**src/rtl/seg_scan_ctrl_if.sv**
```systemverilog
// Host/display bus for the segment scan controller.
// The slave side is the scan controller; the master side is whoever owns the
// digit registers and the door decoder (the bench, or the surrounding block).
interface seg_scan_ctrl_if #(
  parameter int DIGITS = 4,
  parameter int DIV_W  = 16
);
  logic                  en;
  logic [DIV_W-1:0]      period;
  logic                  load;
  logic [4*DIGITS-1:0]   data_in;
  logic [DIGITS-1:0]     blank_mask;
  logic [3:0]            A;
  logic [7:0]            S;
  logic [7:0]            seg_out;
  logic [DIGITS-1:0]     dig_sel;
  logic                  frame_done;
  logic                  busy;

  modport master (
    output en, period, load, data_in, blank_mask, S,
    input  A, seg_out, dig_sel, frame_done, busy
  );

  modport slave (
    input  en, period, load, data_in, blank_mask, S,
    output A, seg_out, dig_sel, frame_done, busy
  );
endinterface

```
**src/rtl/seg_scan_ctrl.sv**
```systemverilog
// Time-multiplexed display scanner sharing one external code decoder.
// A frame of 4-bit codes is double-buffered (pend -> shadow) and swapped only
// at frame boundaries, so a displayed frame never mixes old and new digits.
// Each digit gets one blanked SETUP cycle (decoder settles, no ghosting)
// followed by max(period,1) SHOW cycles.

// Per-digit select: this position is lit when it is the scanned index and
// its blank bit is clear.
module seg_scan_lane #(
  parameter int K     = 0,
  parameter int IDX_W = 2
) (
  input  logic [IDX_W-1:0] idx,
  input  logic             blank,
  output logic             sel
);
  assign sel = (idx == IDX_W'(K)) & ~blank;
endmodule

module seg_scan_ctrl #(
  parameter int DIGITS = 4,
  parameter int DIV_W  = 16
) (
  input  logic          clk,
  input  logic          rst_n,
  seg_scan_ctrl_if.slave bus
);
  localparam int IDX_W = $clog2(DIGITS);

  typedef enum logic [1:0] {IDLE, SETUP, SHOW} state_t;

  state_t                   state;
  logic [DIGITS-1:0][3:0]   shadow;
  logic [DIGITS-1:0][3:0]   pend;
  logic                     pend_v;
  logic [IDX_W-1:0]         idx;
  logic [DIV_W-1:0]         cnt;

  logic [DIGITS-1:0][3:0]   xfer;
  logic [DIGITS-1:0]        sel_nxt;
  logic [IDX_W-1:0]         idx_inc;
  logic                     last;
  logic [DIV_W-1:0]         dwell;

  // Frame that becomes active at a boundary: the queued one if any.
  assign xfer    = pend_v ? pend : shadow;
  assign idx_inc = idx + IDX_W'(1);
  assign last    = (idx == IDX_W'(DIGITS - 1));
  // period of 0 behaves as 1; counter runs dwell..0 inclusive.
  assign dwell   = (bus.period == '0) ? '0 : bus.period - DIV_W'(1);
  assign bus.busy = (state != IDLE);

  genvar k;
  generate
    for (k = 0; k < DIGITS; k++) begin : g_lane
      seg_scan_lane #(.K(k), .IDX_W(IDX_W)) u_lane (
        .idx   (idx),
        .blank (bus.blank_mask[k]),
        .sel   (sel_nxt[k])
      );
    end
  endgenerate

  // Scan FSM, frame double-buffer and registered display outputs.
  always_ff @(posedge clk or negedge rst_n) begin
    if (!rst_n) begin
      state          <= IDLE;
      shadow         <= '0;
      pend           <= '0;
      pend_v         <= 1'b0;
      idx            <= '0;
      cnt            <= '0;
      bus.A          <= '0;
      bus.seg_out    <= '0;
      bus.dig_sel    <= '0;
      bus.frame_done <= 1'b0;
    end else begin
      bus.frame_done <= 1'b0;
      if (!bus.en) begin
        // Abandon any partial frame; queued data is kept.
        state       <= IDLE;
        idx         <= '0;
        cnt         <= '0;
        bus.A       <= '0;
        bus.seg_out <= '0;
        bus.dig_sel <= '0;
      end else begin
        case (state)
          IDLE: begin
            state       <= SETUP;
            idx         <= '0;
            shadow      <= xfer;
            pend_v      <= 1'b0;
            bus.A       <= xfer[0];
            bus.dig_sel <= '0;
          end
          SETUP: begin
            // Decoder output has had a full cycle to settle on A.
            state       <= SHOW;
            bus.seg_out <= bus.S;
            bus.dig_sel <= sel_nxt;
            cnt         <= dwell;
          end
          SHOW: begin
            if (cnt != '0) begin
              cnt <= cnt - DIV_W'(1);
            end else begin
              state       <= SETUP;
              bus.dig_sel <= '0;
              if (last) begin
                idx            <= '0;
                bus.frame_done <= 1'b1;
                shadow         <= xfer;
                pend_v         <= 1'b0;
                bus.A          <= xfer[0];
              end else begin
                idx   <= idx_inc;
                bus.A <= shadow[idx_inc];
              end
            end
          end
          default: state <= IDLE;
        endcase
      end
      // A load in a transfer cycle wins over the clear and waits a frame.
      if (bus.load) begin
        pend   <= bus.data_in;
        pend_v <= 1'b1;
      end
    end
  end
endmodule

```
**src/flat_wrapper.sv**
```systemverilog
// flat-port wrapper written by rule: the top's interface ports become plain ports
module seg_scan_ctrl_flat 
#(
  parameter int DIGITS = 4,
  parameter int DIV_W  = 16
)
  (clk, rst_n, bus_en, bus_period, bus_load, bus_data_in, bus_blank_mask, bus_S, bus_A, bus_seg_out, bus_dig_sel, bus_frame_done, bus_busy);
  seg_scan_ctrl_if #(.DIGITS(DIGITS), .DIV_W(DIV_W)) bus_i ();
  input  logic clk;
  input  logic rst_n;
  input wire logic [$bits(bus_i.en)-1:0] bus_en;
  input wire logic [$bits(bus_i.period)-1:0] bus_period;
  input wire logic [$bits(bus_i.load)-1:0] bus_load;
  input wire logic [$bits(bus_i.data_in)-1:0] bus_data_in;
  input wire logic [$bits(bus_i.blank_mask)-1:0] bus_blank_mask;
  input wire logic [$bits(bus_i.S)-1:0] bus_S;
  output wire logic [$bits(bus_i.A)-1:0] bus_A;
  output wire logic [$bits(bus_i.seg_out)-1:0] bus_seg_out;
  output wire logic [$bits(bus_i.dig_sel)-1:0] bus_dig_sel;
  output wire logic [$bits(bus_i.frame_done)-1:0] bus_frame_done;
  output wire logic [$bits(bus_i.busy)-1:0] bus_busy;
  assign bus_i.en = bus_en;
  assign bus_i.period = bus_period;
  assign bus_i.load = bus_load;
  assign bus_i.data_in = bus_data_in;
  assign bus_i.blank_mask = bus_blank_mask;
  assign bus_i.S = bus_S;
  assign bus_A = bus_i.A;
  assign bus_seg_out = bus_i.seg_out;
  assign bus_dig_sel = bus_i.dig_sel;
  assign bus_frame_done = bus_i.frame_done;
  assign bus_busy = bus_i.busy;
  seg_scan_ctrl #(.DIGITS(DIGITS), .DIV_W(DIV_W)) u_core (.clk(clk), .rst_n(rst_n), .bus(bus_i));
endmodule
```
**config.mk**
```make
export PLATFORM = sky130hd
export DESIGN_NAME = seg_scan_ctrl_flat
export DESIGN_NICKNAME = d
export VERILOG_FILES = /design/src/rtl/seg_scan_ctrl_if.sv /design/src/rtl/seg_scan_ctrl.sv /design/src/flat_wrapper.sv
export SDC_FILE = /design/constraint.sdc
export NUM_CORES = 1
export LEC_CHECK = 0
export ABC_AREA = 0
export CORE_MARGIN = 3
export CORE_UTILIZATION = 50
export DETAILED_ROUTE_END_ITERATION = 7
export PLACE_DENSITY_LB_ADDON = 0.2
export SLEW_MARGIN = 30
export SYNTH_ARGS = -nofsm -noshare
export SYNTH_HDL_FRONTEND = slang
export SYNTH_HIERARCHICAL = 1
export SYNTH_SLANG_ARGS = --single-unit
```
**constraint.sdc**
```tcl
create_clock -name clk -period 2.6 [get_ports clk]
set_input_delay 0.39 -clock clk [delete_from_list [all_inputs] [get_ports clk]]
set_output_delay 0.39 -clock clk [all_outputs]
set_load 0.005 [all_outputs]
```
# After elaboration in Yosys (flattened, before gate mapping)
# Index checks and enable logic that the tools add are counted.
dict set report op_classes {
  addsub 3
  magnitude_cmp 1
  eq_ne 15
  muxes 35
  bitwise_logic 8
  reduce_logical 13
}
# op n
set ops {}
lappend ops {{16-bit 2-to-1 mux} 6}
lappend ops {{16-bit case mux with 2 select lines} 2}
lappend ops {{16-bit by 1-bit subtractor with 16-bit output, second input constant} 2}
lappend ops {{4-bit 2-to-1 mux} 6}
lappend ops {{16-bit zero test} 1}
lappend ops {{8-bit 2-to-1 mux} 2}
lappend ops {{16-bit nonzero test} 1}
lappend ops {{4-bit case mux with 3 select lines} 1}
lappend ops {{2-bit 2-to-1 mux} 5}
lappend ops {{4-bit binary-select mux with 2-bit select} 1}
lappend ops {{1-bit 2-to-1 mux} 8}
lappend ops {{4-bit case mux with 2 select lines} 1}
lappend ops {{4-bit AND reduction} 2}
lappend ops {{2-bit == test, second input constant} 3}
lappend ops {{3-bit by 1-bit != test with 1-bit output, second input constant} 2}
lappend ops {{3-bit by 2-bit != test with 1-bit output, second input constant} 2}
lappend ops {{3-bit != test, second input constant} 2}
lappend ops {{2-bit case mux with 3 select lines} 1}
lappend ops {{2-bit AND reduction} 3}
lappend ops {{2-bit nonzero test} 3}
lappend ops {{1-bit AND} 4}
lappend ops {{2-bit by 1-bit == test with 1-bit output, second input constant} 2}
lappend ops {{2-bit zero test} 2}
lappend ops {{2-bit by 1-bit != test with 1-bit output, second input constant} 2}
lappend ops {{8 further kinds} 11}
dict set report totals {
  regBits 70
  in_bits 48
  output_inout_bits 18
  word_cells 91
}

# Depth between registers and ports, before layout
dict set report depth {
  word_depth 7
  mapped_depth 9
  ltp_nobuf 7
}

# Cells and area by module
# The synthesis kept the hierarchy.
# module n_inst cells_per_inst area_each_um2
set modules_own_cells {}
lappend modules_own_cells {seg_scan_ctrl 1 361 3883.7}
lappend modules_own_cells {{seg_scan_lane (u_core.g_lane[1].u_lane ...)} 2 1 12.5}
lappend modules_own_cells {{seg_scan_lane (u_core.g_lane[0].u_lane)} 1 1 10.0}
lappend modules_own_cells {{seg_scan_lane (u_core.g_lane[3].u_lane)} 1 1 8.8}

# Least setup slack after synthesis
# Ideal clock, no wire load.
dict set report synth_path {
  path_kind {register -> register}
  start {register u_core.cnt[0]}
  end {register u_core/shadow[0] (netlist bit)}
  t_arrival_ns 2.032
  required_ns 2.475
  path_slack_ns 0.443
  stages_incl_launch_ff 10
  synth_period_minus_slack_ns 2.157
  path_cell_list {dfrtp_1 > inv_1 > ha_1 > nor4b_1 > and4_1 > buf_6 > nand3_4 > a21oi_4 > buf_12 > mux2_4}
}
dict set report synth_between {
  elab_chain_cells 3
}
# item line_no
set synth_rtl {}
lappend synth_rtl {{from (decl)} seg_scan_ctrl.sv:37} ;# logic [DIV_W-1:0] cnt;
lappend synth_rtl {{from (signal assigned)} seg_scan_ctrl.sv:102} ;# cnt <= dwell;
lappend synth_rtl {{from (signal assigned)} seg_scan_ctrl.sv:106} ;# cnt <= cnt - DIV_W'(1);
lappend synth_rtl {{16-bit nonzero test} seg_scan_ctrl.sv:105} ;# if (cnt != '0) begin
lappend synth_rtl {{2-bit != test (no source line)} -}
lappend synth_rtl {{4-bit AND reduction (no source line)} -}
lappend synth_rtl {{to (signal assigned)} seg_scan_ctrl.sv:92} ;# shadow <= xfer;
lappend synth_rtl {{to (signal assigned)} seg_scan_ctrl.sv:113} ;# shadow <= xfer;
lappend synth_rtl {{to (decl)} seg_scan_ctrl.sv:33} ;# logic [DIGITS-1:0][3:0] shadow;
# Every way passes these cells.
# A chain may end at the register's enable or synchronous reset.

# Final worst setup path
dict set report layout_path {
  start {register u_core.cnt[0]}
  end {register u_core.bus.dig_sel[3]}
}
dict set report layout_between {
  elab_chain_cells 3
}
# item line_no
set layout_rtl {}
lappend layout_rtl {{16-bit nonzero test} seg_scan_ctrl.sv:105}
lappend layout_rtl {{3-bit != test (no source line)} -}
lappend layout_rtl {{2-bit AND reduction (no source line)} -}
lappend layout_rtl {{to (signal assigned)} seg_scan_ctrl.sv:101} ;# bus.dig_sel <= sel_nxt;
lappend layout_rtl {{to (decl)} seg_scan_ctrl_if.sv:27} ;# output A, seg_out, dig_sel, frame_done, busy
# Every way passes these cells.

==> impl_metrics.ini <==
[outcome]
outcome = finished clean

[detailed_routing]
vias_per_cell = 5.73
detailroute.via_count = 3157
drt_pre_antenna_iters = 4
wirelength_mm = 9.12
post-route-drc-count = 0
post_drt_wl_per_cell_um = 16.5
antenna_left = 0
drtIter0Drc = 183

[flow_run]
drv.max_cap_violation_count = 0

[setup_path]
critPathMaxFanout = 7
reg2reg_slack_ns = 0.13
setup.worst_path.class = reg2reg
worstRegToRegCells = 7
rr_endpoint = u_core/bus.dig_sel[3]
worst_ep_arrival_time_ns = 2.70
cp-start-kind = flop
worst-endpoint-required_ns = 2.83
setup.worst_path.end_class = flop
crit-reg2reg-launch = u_core/cnt[0]

[die]
initial_core_util_pct = 52.7
ioPinCount = 66
placementRows = 31
die_height_um = 94.6
core_area_um2 = 7450
floorplan.die_area_um2 = 8950
die_width_um = 94.6

[clocking]
ctsHoldBuffers = 0
cts.root.buffer_cell = clkbuf_8
total_number_of_clock_tree_sinks = 70
ctsResizeCount = 0
cts_max_level = 3
cts-buffers-inserted = 9
post_cts.repair.setup_buffers = 0
clock_path_buffers = 2
cts.clk_slew.worst_paths_ns = 0.08
clock_insertion_delay_worst_skew_ns = 0.35
cts_tree = yes

[sta]
final_hold_viol_count = 0
max_clock_freq_mhz = 404
grt_setup_unrepaired = false
worst_pin_slew_ns = 0.763
period_minus_slack_ns = 2.47
relSlewSlack_pct = 49.0
fin_setup_tns_ns = 0
setup_viol_count_final = 0
fin_skew_ns = 0.00937
final-max-slew-violation-count = 0
fin_crit_sh_pct = 95.2

[pwr]
power.clock.fraction_pct = 23.2
sequentialPowerShare_pct = 40.7
power.share.combinational_pct = 36.2
switching_power_w = 0.00129
vdd_drop_max_v = 0.000373
cell_internal_pwr_w = 0.00251
p_per_area_nw_per_um2 = 760
static-leakage-power_nw = 2.15
swShare_pct = 33.9

[final_layout]
multiInputGateArea_um2 = 2060
ff_latch_area_um2 = 1750
share_of_the_core_filled_with_cells_in_the_final_layout_pct = 67.1
areaGrowthSynthToFinish_pct = 27.2
fin_nets = 503
fillCellCount = 591
antenna_cells_inserted = 0
post_route_cells_drive_above_1_share_pct = 19.2

[synthesis]
postSynth.asyncResetShare_pct = 100
synth_edf_count = 0
synth.top_cells.by_count = 70 x dfrtp_1, 30 x nor2_1, 27 x mux2_2
synth.most_common_cell = dfrtp_1
seq_area_frac_synth_pct = 44.6
yosysWarningCount = 6
leading_post_synthesis_cells_by_cell_area = dfrtp_1 45%, mux2_2 7.7%, mux2_4 3.8%
postSynth.topFlopCell = dfrtp_1
post_synth_instance_area_um2 = 3930
post_synth_inst_count = 365
synth.largest_area_cell = dfrtp_1
fraction_of_post_synthesis_cell_area_in_the_top_cell_type_by_area_pct = 44.6
post_synth.cell_area_avg_um2 = 10.8
yosys_register_bits = 70
yosysUniqueCellTypes = 63
postSynthNetCount = 421

[place]
place.gp.congestion = 0.885
detailedPlacementHpwl_mm = 6.87
port_buffers = 65

[global_routing]
number_of_antenna_violations_at_the_first_check_in_global_routing = 0
gr-usage-all-layers_pct = 22.4
number_of_global_route_vias_before_repair = 3208
grt_pass1_wl_mm = 15.7
total_global_routing_overflow = 0
grt_max_degree = 50

[worst_hold_path]
holdCritPathClass = in2async
layout make-up:
cell class                 instances  share of cell area (%)
multi-input combinational        270                    41.2
sequential                        70                    35.1
timing repair buffer              86                    16.6
clock buffer                      10                    2.55
tap                               99                    2.48
clock inverter                     6                    1.40
inverter                          10                   0.751
per-stage QoR:
stage	std cells	cell area, µm²	worst slack [ns]	total power, W	hold WS, ns
final	551	5000	0.126	0.00380	0.00543
after global routing	551	5000	0.0173	0.00407	0.0273
after CTS	551	5000	0.175	0.00382	0.00867
after detailed placement	535	4800	0.116	0.00293	0.395
after global placement	535	4800	0.197	0.00288	0.397
after floorplan	365	3930	0.443	0.00243	0.0944
power by group through the flow:
stage	combinational (W)	sequential, W	clock [W]
after floorplan	0.000941	0.00149	0
after global placement	0.00133	0.00155	0
after detailed placement	0.00136	0.00156	0
after CTS	0.00137	0.00155	0.000907
after global routing	0.00152	0.00158	0.000962
final	0.00137	0.00155	0.000880
logic make-up (layout without fill, tap and decap cells):
family,Yosys count,after routing,synth area share [%]
XOR/XNOR,14,14,3.12
flip-flops,70,70,44.6
buffers and inverters,25,112,3.03
adder cells (fa/ha/maj),8,8,2.55
AND/OR/NAND/NOR,128,128,18.1
AO/OA/AOI/OAI,66,66,11.5
multiplexers,54,54,17.2
per-layer routing:
layer,global-route usage (%),part of all wire [%],up-vias
met3,5.90,4.9,6
li1,-,-,1506
met2,35.3,48,68
met5,0,0,-
met1,31.4,47,1577
met4,4.45,0.58,0
how the worst max path moves through the flow:
stage,startpoint,endpoint,slack [ns],cells past startpoint
after floorplan,u_core/cnt[0],u_core/shadow[0],0.44,9
after global placement,bus_period[0],u_core/cnt[8],0.20,8
after detailed placement,bus_period[0],u_core/cnt[8],0.12,8
after global routing,u_core/cnt[0],u_core/bus.dig_sel[0],0.02,7
final,u_core/cnt[0],u_core/bus.dig_sel[3],0.13,7
after CTS,u_core/cnt[0],u_core/bus.dig_sel[3],0.18,7
worst max-delay path, stage by stage (launching register included):
cell     delay, ns
dfrtp_1       0.42
inv_1         0.11
ha_1          0.21
nor4b_1       0.40
nand4_1       0.38
nand2_1       0.32
a21oi_1       0.20
mux2_2        0.31
cell usage in the layout, fill, tap and decap left out, drive strengths merged, types with 3 or more instances in the layout:
cell           synthesis  layout
a211o                  7       7
a21oi                 15      15
and3                   6       6
buf                    7      22
clkbuf                 8      10
clkdlybuf4s50          0      64
clkinvlp               0       3
dfrtp                 70      70
ha                     8       8
inv                   10      12
mux2                  37      37
mux2i                 13      13
mux4                   4       4
nand2                 26      26
nand2b                 6       6
nand3                  9       9
nand4                  6       6
nor2                  30      30
nor3                  11      11
nor3b                  3       3
nor4                   8       8
o21a                   3       3
o21ai                 16      16
o31a                   4       4
or2                    3       3
or3                    3       3
or4                    4       4
xnor2                  7       7
xor2                   7       7
state kept, by name (all words and copies together), names as in the netlist:
register               count
u_core/bus.seg_out         8
u_core/idx                 2
u_core/state               2
u_core/bus.dig_sel         4
u_core/shadow             16
u_core/cnt                16
u_core/bus.A               4
u_core/pend               16
u_core/bus.frame_done      1
u_core/pend_v              1
Power figures use the tool's default switching activity.
